File: src/rtl/patgen_multi_if.sv
// Display-side signal bundle for the multi-pattern test generator.
// The generator sits on the slave side: it consumes timing/control and returns video.
interface patgen_multi_if #(
  parameter int CW = 8
);
  logic          DSP_preDE;
  logic          DSP_VSYNC_X;
  logic [2:0]    MODE;
  logic          SCROLL_EN;
  logic          DSP_DE;
  logic [CW-1:0] DSP_R;
  logic [CW-1:0] DSP_G;
  logic [CW-1:0] DSP_B;

  modport master (
    output DSP_preDE, DSP_VSYNC_X, MODE, SCROLL_EN,
    input  DSP_DE, DSP_R, DSP_G, DSP_B
  );

  modport slave (
    input  DSP_preDE, DSP_VSYNC_X, MODE, SCROLL_EN,
    output DSP_DE, DSP_R, DSP_G, DSP_B
  );
endinterface

File: src/rtl/patgen_multi.sv
// Multi-pattern video test generator: colour bars, checker, gradient, crosshatch and solids.
// Pixel/line/frame counters track the pre-DE strobe; video is registered one cycle later.
module patgen_multi #(
  parameter int CW     = 8,
  parameter int HDO    = 640,
  parameter int VDO    = 480,
  parameter int NBARS  = 8,
  parameter int CHKLOG = 5
) (
  input  logic           DCLK,
  input  logic           DRST,
  patgen_multi_if.slave  bus
);

  localparam int            BW    = HDO / NBARS;
  localparam logic [10:0]   XMAX  = 11'(HDO - 1);
  localparam logic [10:0]   YMAX  = 11'(VDO - 1);
  localparam logic [10:0]   PMAX  = 11'(BW - 1);
  localparam logic [2:0]    BMASK = 3'(NBARS - 1);
  localparam logic [2:0]    STEP  = 3'(8 / NBARS);
  localparam logic [CW-1:0] ONES  = {CW{1'b1}};

  logic [10:0]   r_x;
  logic [10:0]   r_y;
  logic [10:0]   r_p;
  logic [2:0]    r_b;
  logic [10:0]   r_f;
  logic [2:0]    r_mode;
  logic          r_vsD;
  logic          r_preDeD;
  logic          r_de;
  logic [CW-1:0] r_red;
  logic [CW-1:0] r_green;
  logic [CW-1:0] r_blue;

  logic          w_frameStart;
  logic          w_preFall;
  logic [10:0]   w_xf;
  logic [10:0]   w_checker;
  logic [2:0]    w_barIdx;
  logic [2:0]    w_barCode;
  logic          w_cross;
  logic [CW-1:0] w_red;
  logic [CW-1:0] w_green;
  logic [CW-1:0] w_blue;

  assign w_frameStart = r_vsD & ~bus.DSP_VSYNC_X;
  assign w_preFall    = r_preDeD & ~bus.DSP_preDE;

  // Scroll offset f shifts bars, checker columns and gradient; crosshatch stays put.
  assign w_xf      = r_x + r_f;
  assign w_checker = ((w_xf >> CHKLOG) ^ (r_y >> CHKLOG)) & 11'd1;
  assign w_barIdx  = (r_b + r_f[2:0]) & BMASK;
  assign w_barCode = 3'd7 - 3'(w_barIdx * STEP);
  assign w_cross   = (r_x[3:0] == 4'd0) || (r_y[3:0] == 4'd0) ||
                     (r_x == XMAX) || (r_y == YMAX);

  always_comb begin
    w_red   = '0;
    w_green = '0;
    w_blue  = '0;
    if (bus.DSP_preDE) begin
      case (r_mode)
        3'd0: begin
          w_red   = {CW{w_barCode[1]}};
          w_green = {CW{w_barCode[2]}};
          w_blue  = {CW{w_barCode[0]}};
        end
        3'd1: begin
          w_red   = (w_checker == 11'd0) ? ONES : '0;
          w_green = w_red;
          w_blue  = w_red;
        end
        3'd2: begin
          w_red   = w_xf[CW-1:0];
          w_green = w_xf[CW-1:0];
          w_blue  = w_xf[CW-1:0];
        end
        3'd3: begin
          w_red   = w_cross ? ONES : '0;
          w_green = w_red;
          w_blue  = w_red;
        end
        3'd4: begin
          w_red   = ONES;
          w_green = ONES;
          w_blue  = ONES;
        end
        default: ;
      endcase
    end
  end

  // Counters describe the pixel currently on preDE; the bar index avoids a divider.
  always_ff @(posedge DCLK) begin
    if (DRST) begin
      r_x      <= '0;
      r_y      <= '0;
      r_p      <= '0;
      r_b      <= '0;
      r_f      <= '0;
      r_mode   <= '0;
      r_vsD    <= 1'b1;
      r_preDeD <= 1'b0;
      r_de     <= 1'b0;
      r_red    <= '0;
      r_green  <= '0;
      r_blue   <= '0;
    end else begin
      r_vsD    <= bus.DSP_VSYNC_X;
      r_preDeD <= bus.DSP_preDE;
      r_de     <= bus.DSP_preDE;
      r_red    <= w_red;
      r_green  <= w_green;
      r_blue   <= w_blue;

      if (w_frameStart) begin
        r_mode <= bus.MODE;
        if (bus.SCROLL_EN) r_f <= r_f + 11'd1;
      end

      if (bus.DSP_preDE) begin
        if (r_x != XMAX) r_x <= r_x + 11'd1;
        if (r_p == PMAX) begin
          r_p <= '0;
          r_b <= r_b + 3'd1;
        end else begin
          r_p <= r_p + 11'd1;
        end
      end else if (r_preDeD) begin
        r_x <= '0;
        r_p <= '0;
        r_b <= '0;
      end

      if (w_frameStart) r_y <= '0;
      else if (w_preFall && (r_y != YMAX)) r_y <= r_y + 11'd1;
    end
  end

  assign bus.DSP_DE = r_de;
  assign bus.DSP_R  = r_red;
  assign bus.DSP_G  = r_green;
  assign bus.DSP_B  = r_blue;

endmodule

File: src/flat_wrapper.sv
// flat-port wrapper written by rule: the top's interface ports become plain ports
module patgen_multi_flat 
#(
  parameter int CW     = 8,
  parameter int HDO    = 640,
  parameter int VDO    = 480,
  parameter int NBARS  = 8,
  parameter int CHKLOG = 5
)
  (DCLK, DRST, bus_DSP_preDE, bus_DSP_VSYNC_X, bus_MODE, bus_SCROLL_EN, bus_DSP_DE, bus_DSP_R, bus_DSP_G, bus_DSP_B);
  patgen_multi_if #(.CW(CW)) bus_i ();
  input  logic DCLK;
  input  logic DRST;
  input wire logic [$bits(bus_i.DSP_preDE)-1:0] bus_DSP_preDE;
  input wire logic [$bits(bus_i.DSP_VSYNC_X)-1:0] bus_DSP_VSYNC_X;
  input wire logic [$bits(bus_i.MODE)-1:0] bus_MODE;
  input wire logic [$bits(bus_i.SCROLL_EN)-1:0] bus_SCROLL_EN;
  output wire logic [$bits(bus_i.DSP_DE)-1:0] bus_DSP_DE;
  output wire logic [$bits(bus_i.DSP_R)-1:0] bus_DSP_R;
  output wire logic [$bits(bus_i.DSP_G)-1:0] bus_DSP_G;
  output wire logic [$bits(bus_i.DSP_B)-1:0] bus_DSP_B;
  assign bus_i.DSP_preDE = bus_DSP_preDE;
  assign bus_i.DSP_VSYNC_X = bus_DSP_VSYNC_X;
  assign bus_i.MODE = bus_MODE;
  assign bus_i.SCROLL_EN = bus_SCROLL_EN;
  assign bus_DSP_DE = bus_i.DSP_DE;
  assign bus_DSP_R = bus_i.DSP_R;
  assign bus_DSP_G = bus_i.DSP_G;
  assign bus_DSP_B = bus_i.DSP_B;
  patgen_multi #(.CW(CW), .HDO(HDO), .VDO(VDO), .NBARS(NBARS), .CHKLOG(CHKLOG)) u_core (.DCLK(DCLK), .DRST(DRST), .bus(bus_i));
endmodule
File: config.mk
export PLATFORM = sky130hd
export DESIGN_NAME = patgen_multi_flat
export DESIGN_NICKNAME = d
export VERILOG_FILES = /design/src/rtl/patgen_multi_if.sv /design/src/rtl/patgen_multi.sv /design/src/flat_wrapper.sv
export SDC_FILE = /design/constraint.sdc
export NUM_CORES = 1
export LEC_CHECK = 0
export CAP_MARGIN = 10
export CORE_ASPECT_RATIO = 0.7
export CORE_MARGIN = 3
export CORE_UTILIZATION = 50
export DETAILED_ROUTE_END_ITERATION = 12
export MAX_ROUTING_LAYER = met4
export PLACE_DENSITY = 0.71
export RECOVER_POWER = 50
export SLEW_MARGIN = 20
export SYNTH_ARGS = -nofsm -noshare
export SYNTH_HDL_FRONTEND = slang
export SYNTH_SLANG_ARGS = --single-unit
File: constraint.sdc
create_clock -name DCLK -period 5 [get_ports DCLK]
set_input_delay 0.75 -clock DCLK [delete_from_list [all_inputs] [get_ports DCLK]]
set_output_delay 0.75 -clock DCLK [all_outputs]
set_load 0.005 [all_outputs]
## Yosys cells after proc, flatten, opt, wreduce, memory -nomap -nowiden

Cells that the tools add are included.

| word-level totals | value |
|---|---|
| flip-flop bits (word level) | 76 |
| latch bits | 0 |
| memory bits (writable) | 0 |
| bits in read-only memories | 0 |
| output and inout port bits | 25 |
| memories | 0 |

| cells by class | value |
|---|---|
| $add $sub $neg | 8 |
| multipliers | 0 |
| divide/modulo/power cells | 0 |
| order comparisons | 0 |
| equality and inequality tests | 11 |
| shift-type cells | 0 |
| mux-type cells | 13 |
| bitwise operators | 5 |
| reduce and logical (&&, ||, !) cells | 14 |

Operator list:

| operator | count |
|---|---|
| $pmux 8 s5 | 3 |
| $mux 11 | 5 |
| $add 11x1->11 const B | 4 |
| $mux 8 | 2 |
| $eq 11x10->1 const B | 1 |
| $eq 11x7->1 const B | 1 |
| $eq 11x9->1 const B | 1 |
| $logic_not 11->1 | 1 |
| $ne 11x10->1 const B | 1 |
| $ne 11x9->1 const B | 1 |
| $mux 3 | 3 |
| $add 8x8->8 | 1 |
| $logic_not 4->1 | 2 |
| $eq 3x2->1 const B | 2 |
| $reduce_and 2->1 | 3 |
| $ne 2x1->1 const B | 2 |
| $reduce_or 2->1 | 2 |
| $add 3x1->3 const B | 1 |
| $add 3x3->3 | 1 |
| $eq 3x1->1 const B | 1 |
| $eq 3x3->1 const B | 1 |
| $logic_not 3->1 | 1 |
| $logic_or 1x1->1 | 3 |
| $sub 3x3->3 const A | 1 |
| other kinds (5) | 7 |

## Depth between registers and ports, before layout

| depth | value |
|---|---|
| word-level depth | 6 |
| gate-level depth with buffers | 8 |

## Worst setup path before layout

Ideal clock, no wire load.

| timing | value |
|---|---|
| path type | register to register |
| start point | reg u_core.r_f[3] |
| end point | reg u_core.r_red[0] (netlist: u_core.bus.DSP_R[0]) |
| data arrival time | 1.826 ns |
| required time | 4.850 ns |
| path slack | 3.025 ns |
| cell stages (with the launch flop) | 9 |
| path buffers | 1 |
| clock period less this slack | 1.975 ns |
| path through | dfxtp_1 ha_1 a21o_1 a21oi_1 o21ai_2 xnor2_1 a22oi_2 buf_2 a31oi_1 |

| on the way | value |
|---|---|
| longest elaborated chain between the ends | 5 |

RTL lines:

| element | RTL line | RTL |
|---|---|---|
| start: declaration | patgen_multi.sv:27 | `logic [10:0] r_f;` |
| start signal: assignment | patgen_multi.sv:119 | `if (bus.SCROLL_EN) r_f <= r_f + 11'd1;` |
| $add 8x8->8 | patgen_multi.sv:51 | `assign w_xf = r_x + r_f;` |
| $xor 1x1->1 | patgen_multi.sv:52 | `assign w_checker = ((w_xf >> CHKLOG) ^ (r_y >> CHKLOG)) & 11'd1;` |
| $logic_not 11->1 | patgen_multi.sv:70 | `w_red = (w_checker == 11'd0) ? ONES : '0;` |
| $mux 8 | patgen_multi.sv:70 |  |
| $pmux 8 s5 | patgen_multi.sv:63 | `case (r_mode)` |
| end signal: assignment | patgen_multi.sv:113 | `r_red <= w_red;` |
| end: declaration | patgen_multi.sv:32 | `logic [CW-1:0] r_red;` |

Every way passes these cells.
A chain may end at the register's enable or synchronous reset.

## Worst setup path after layout

| timing | value |
|---|---|
| start point | in DRST |
| end point | reg u_core.r_y[1] |

| on the way | value |
|---|---|
| longest elaborated chain between the ends | 1 |

RTL lines:

| element | RTL line | RTL |
|---|---|---|
| start: declaration | flat_wrapper.sv:13 | `input logic DRST;` |
| $reduce_or 2->1 (no line) | n/a |  |
| end signal: assignment | patgen_multi.sv:137 | `else if (w_preFall && (r_y != YMAX)) r_y <= r_y + 11'd1;` |
| end: declaration | patgen_multi.sv:24 | `logic [10:0] r_y;` |

Every way passes these cells.

==> run_results.csv <==
group,metric,value,unit
status,status,"complete, but fails checks",
status,failed_checks,"max-capacitance violations, max-slew violations",
finish,fillers,582,
detailed_routing,drc_errors,0,
cts,cts_buffers,9,
power_and_ir_drop,p_seq_share,52.7,%
synthesis,synth.area.mux_share,1.449,%
setup_path,crit_family,"buffers and inverters",
sta,finalMaxSlewViolations,39,
setup_path,reg2reg_to,"u_core.bus.DSP_B[2]$_SDFF_PP0_",
synthesis,synth_area,0.003453,mm2
setup_path,crit_arrival,3.26,ns
synthesis,yosys_most_used_dff,"dfxtp_1",
floorplanning,io_pins,33,
sta,grt_setup_unrepaired,"false",
cts,post_cts_buffers,0,
place,place_hpwl,5.263,mm
cts,clkLatencyLatePin,0.35,ns
setup_path,cp-end-kind,"flop",
finish,layout_common_cells,"dfxtp_1, nor2_1, nand2_1",
job,cap_violations,1,
sta,finClkSkew,0.008144,ns
cts,clk_pin_slew,0.08,ns
global_routing,grt_pass1_vias,2578,
synthesis,synthAdderAreaFrac,6.594,%
synthesis,synth-xor-area-share,7.101,%
synthesis,yosysTopAreaCellShare,42.32,%
cts,cts_max_level,3,
synthesis,yosysUniqueCellTypes,50,
setup_path,crit_buf_inv,2,
detailed_routing,firstDrtPassIters,5,
finish,drive_above_1_share,6.132,%
floorplanning,core_area,0.006456,mm2
finish,fin_area,0.003998,mm2
synthesis,synth_compound_area_share,16.01,%
synthesis,avgSynthCellArea,8.787,um2
sta,min_period,3.052,ns
power_and_ir_drop,p_clk_share,38.8,%
sta,holdWs,0.5086,ns
synthesis,yosysSeqAreaShare,42.32,%
finish,area_growth,15.76,%
finish,fin_util,61.92,%
place,io_buffers,32,
place,placed_area,0.003807,mm2
global_routing,grt_pass1_wl,12.39,mm
sta,slew_headroom,-8.720,%
sta,fin_tns_setup,0,ns
sta,fmax,327.6,MHz
sta,finalHoldViolCount,0,
global_routing,grt_max_degree,39,
synthesis,async_reset_ff_share,0,%
hold_path,whs_endpoint,"u_core.r_y[8]$_SDFFE_PP0P_",
power_and_ir_drop,switching_share,24.68,%
sta,worstMarginPinSlew,1.631,ns
synthesis,yosysTopAreaCell,"dfxtp_1",
detailed_routing,drt_iter0_drc,147,
synthesis,synth_top_cells_by_area,"dfxtp_1, nor2_1, ha_1",
detailed_routing,drtAntennaViolNets,0,
power_and_ir_drop,ir_worst_vdd,0.0002036,V
synthesis,netlist_instances,393,
setup_path,crit_type,"primary input to flop",
floorplanning,die_w,105.3,um
cts,hold_buffers,0,
detailed_routing,wire_per_inst,14.08,um
power_and_ir_drop,combPwrFrac,8.5,%
synthesis,syn-num-nets,418,
power_and_ir_drop,p_int,875.4,uW
hold_path,min-delay-start,"u_core.r_y[8]$_SDFFE_PP0P_",
sta,finalCritPeriodShare,61.05,%
setup_path,cpPeakStageDelay,1.19,ns
floorplanning,num_rows,24,
power_and_ir_drop,p_sw,286.8,uW
hold_path,min_path_cells,2,
floorplanning,dieArea,0.007956,mm2
setup_path,required,5.21,ns
setup_path,crit_fanout,38,
detailed_routing,vias,2866,
synthesis,synth-edff-count,0,
detailed_routing,vias_per_cell,5.565,
setup_path,worst_setup_path_start_kind,"primary input",
setup_path,worst-r2r-setup-slack,2.68,ns
global_routing,overflow,0,
setup_path,crit_chain,"dlygate4sd3_1 > clkbuf_1 > or2_0 > nor2_1",
floorplanning,start_util,53.49,%
synthesis,synth-simple-area-share,23.01,%
finish,nets,444,
power_and_ir_drop,powerDensity,290.7,mW/mm2
floorplanning,die_h,75.53,um
setup_path,reg2regPathDepth,7,
detailed_routing,routed_wl,7.251,mm
setup_path,regToRegStartpoint,"u_core.r_x[3]$_SDFFE_PP0P_",
cts,cts_resized,0,
synthesis,synth_top_family_by_area,"simple AND/OR/NAND/NOR gates",
cts,clockBufferDepth,2,
global_routing,track_usage,20.25,%
synthesis,ys_ff_latch,73,
finish,final_common_cell,"dfxtp_1",
hold_path,hold_class,"flop to flop",
cts,cts-root-buf,"clkbuf_8",
power_and_ir_drop,p_leak,1.582,nW
cts,cts_tree,"built",
place,place_congestion,0.8117,
global_routing,antenna_found_initial,0,
synthesis,yosys_warnings,0,
cts,cts_num_sinks,73,
sta,finalSetupViolCount,0,
setup_path,slowest_stage,"clkbuf_1",
finish,antenna_cells,0,
## synth_stat cells, types with 3 or more instances
master and instances:
nand2_1 32, nand4_1 11, o21ai_1 3, ha_1 15
nand2b_1 4, nor2_1 51, xor2_1 16, inv_1 9
or2_2 3, buf_2 3, nand3b_1 3, a311oi_1 7
or3_1 3, xnor2_1 12, nor3b_1 4, nor3_1 7
nor2b_1 7, and3_1 9, a21oi_1 30, dfxtp_1 73
a31oi_1 21, o21ai_0 8, nand3_1 14, clkbuf_1 12
mux2i_1 5
## cell type report
class | count | area, um2 | area share, %
multi-input combinational | 293 | 1871 | 46.79
sequential | 73 | 1461 | 36.56
timing repair buffer | 33 | 324.1 | 8.106
clock buffer | 9 | 123.9 | 3.099
tap | 91 | 113.9 | 2.848
clock inverter | 7 | 70.07 | 1.753
inverter | 9 | 33.78 | 0.8451
## stage by stage
step	cells	power, mW	worst slack [ns]
2_1_floorplan	393	0.6838	3.025
5_1_grt	515	1.213	1.697
6_report	515	1.162	1.948
4_1_cts	515	1.183	2.370
3_5_place_dp	499	0.7321	2.008
3_3_place_gp	499	0.7293	2.094
## sequential cells by signal, indices dropped and copies added (netlist names)
register          flops
u_core.r_p           11
u_core.r_preDeD       1
u_core.bus.DSP_G      8
u_core.bus.DSP_B      8
u_core.r_x           11
u_core.r_b            3
u_core.r_vsD          1
u_core.r_f            8
u_core.r_y           11
u_core.bus.DSP_R      8
u_core.r_mode         3
## kinds of logic (layout without fill, tap and decap cells)
group,Yosys count,after routing
and+or+nand+nor,158,158
AOI/OAI and AO/OA,85,85
DFF,73,73
xor gates and xnor gates,28,28
buffers and inverters,27,58
adders and majority gates,17,17
muxes,5,5
## how the worst max path moves through the flow
stage	start	to	slack, ns	cells after the start
detailed placement	bus_DSP_preDE	u_core.r_y[8]$_SDFFE_PP0P_	2.01	5
finish	DRST	u_core.r_y[1]$_SDFFE_PP0P_	1.95	4
global route	DRST	u_core.r_y[6]$_SDFFE_PP0P_	1.70	4
global placement	bus_DSP_preDE	u_core.r_y[8]$_SDFFE_PP0P_	2.09	5
CTS	bus_DSP_preDE	u_core.r_y[8]$_SDFFE_PP0P_	2.37	5
floorplan	u_core.r_f[3]$_SDFFE_PP0P_	u_core.bus.DSP_R[0]$_SDFF_PP0_	3.02	8
## layer usage
layer	vias to the layer above	GRT usage, %	part of all wire, %
met4	0	7.424	1.3
met1	1331	26.93	51
met2	72	30.30	42
met5	-	-	0
li1	1453	-	-
met3	10	4.911	5.4
## power groups by stage
| stage | Combinational [mW] | Sequential (mW) | Clock (mW) |
|---|---|---|---|
| floorplan | 0.0580 | 0.626 | 0 |
| detailed placement | 0.105 | 0.627 | 0 |
| global placement | 0.103 | 0.626 | 0 |
| global route | 0.110 | 0.615 | 0.488 |
| CTS | 0.106 | 0.613 | 0.464 |
| finish | 0.0986 | 0.613 | 0.451 |
## tightest hold or removal path, cell delays in order, from the launching register on
cell and delay, ns:
dfxtp_1 0.33, o21ai_0 0.07, a21oi_1 0.06
Note: power is estimated with default switching activity, not from simulation.
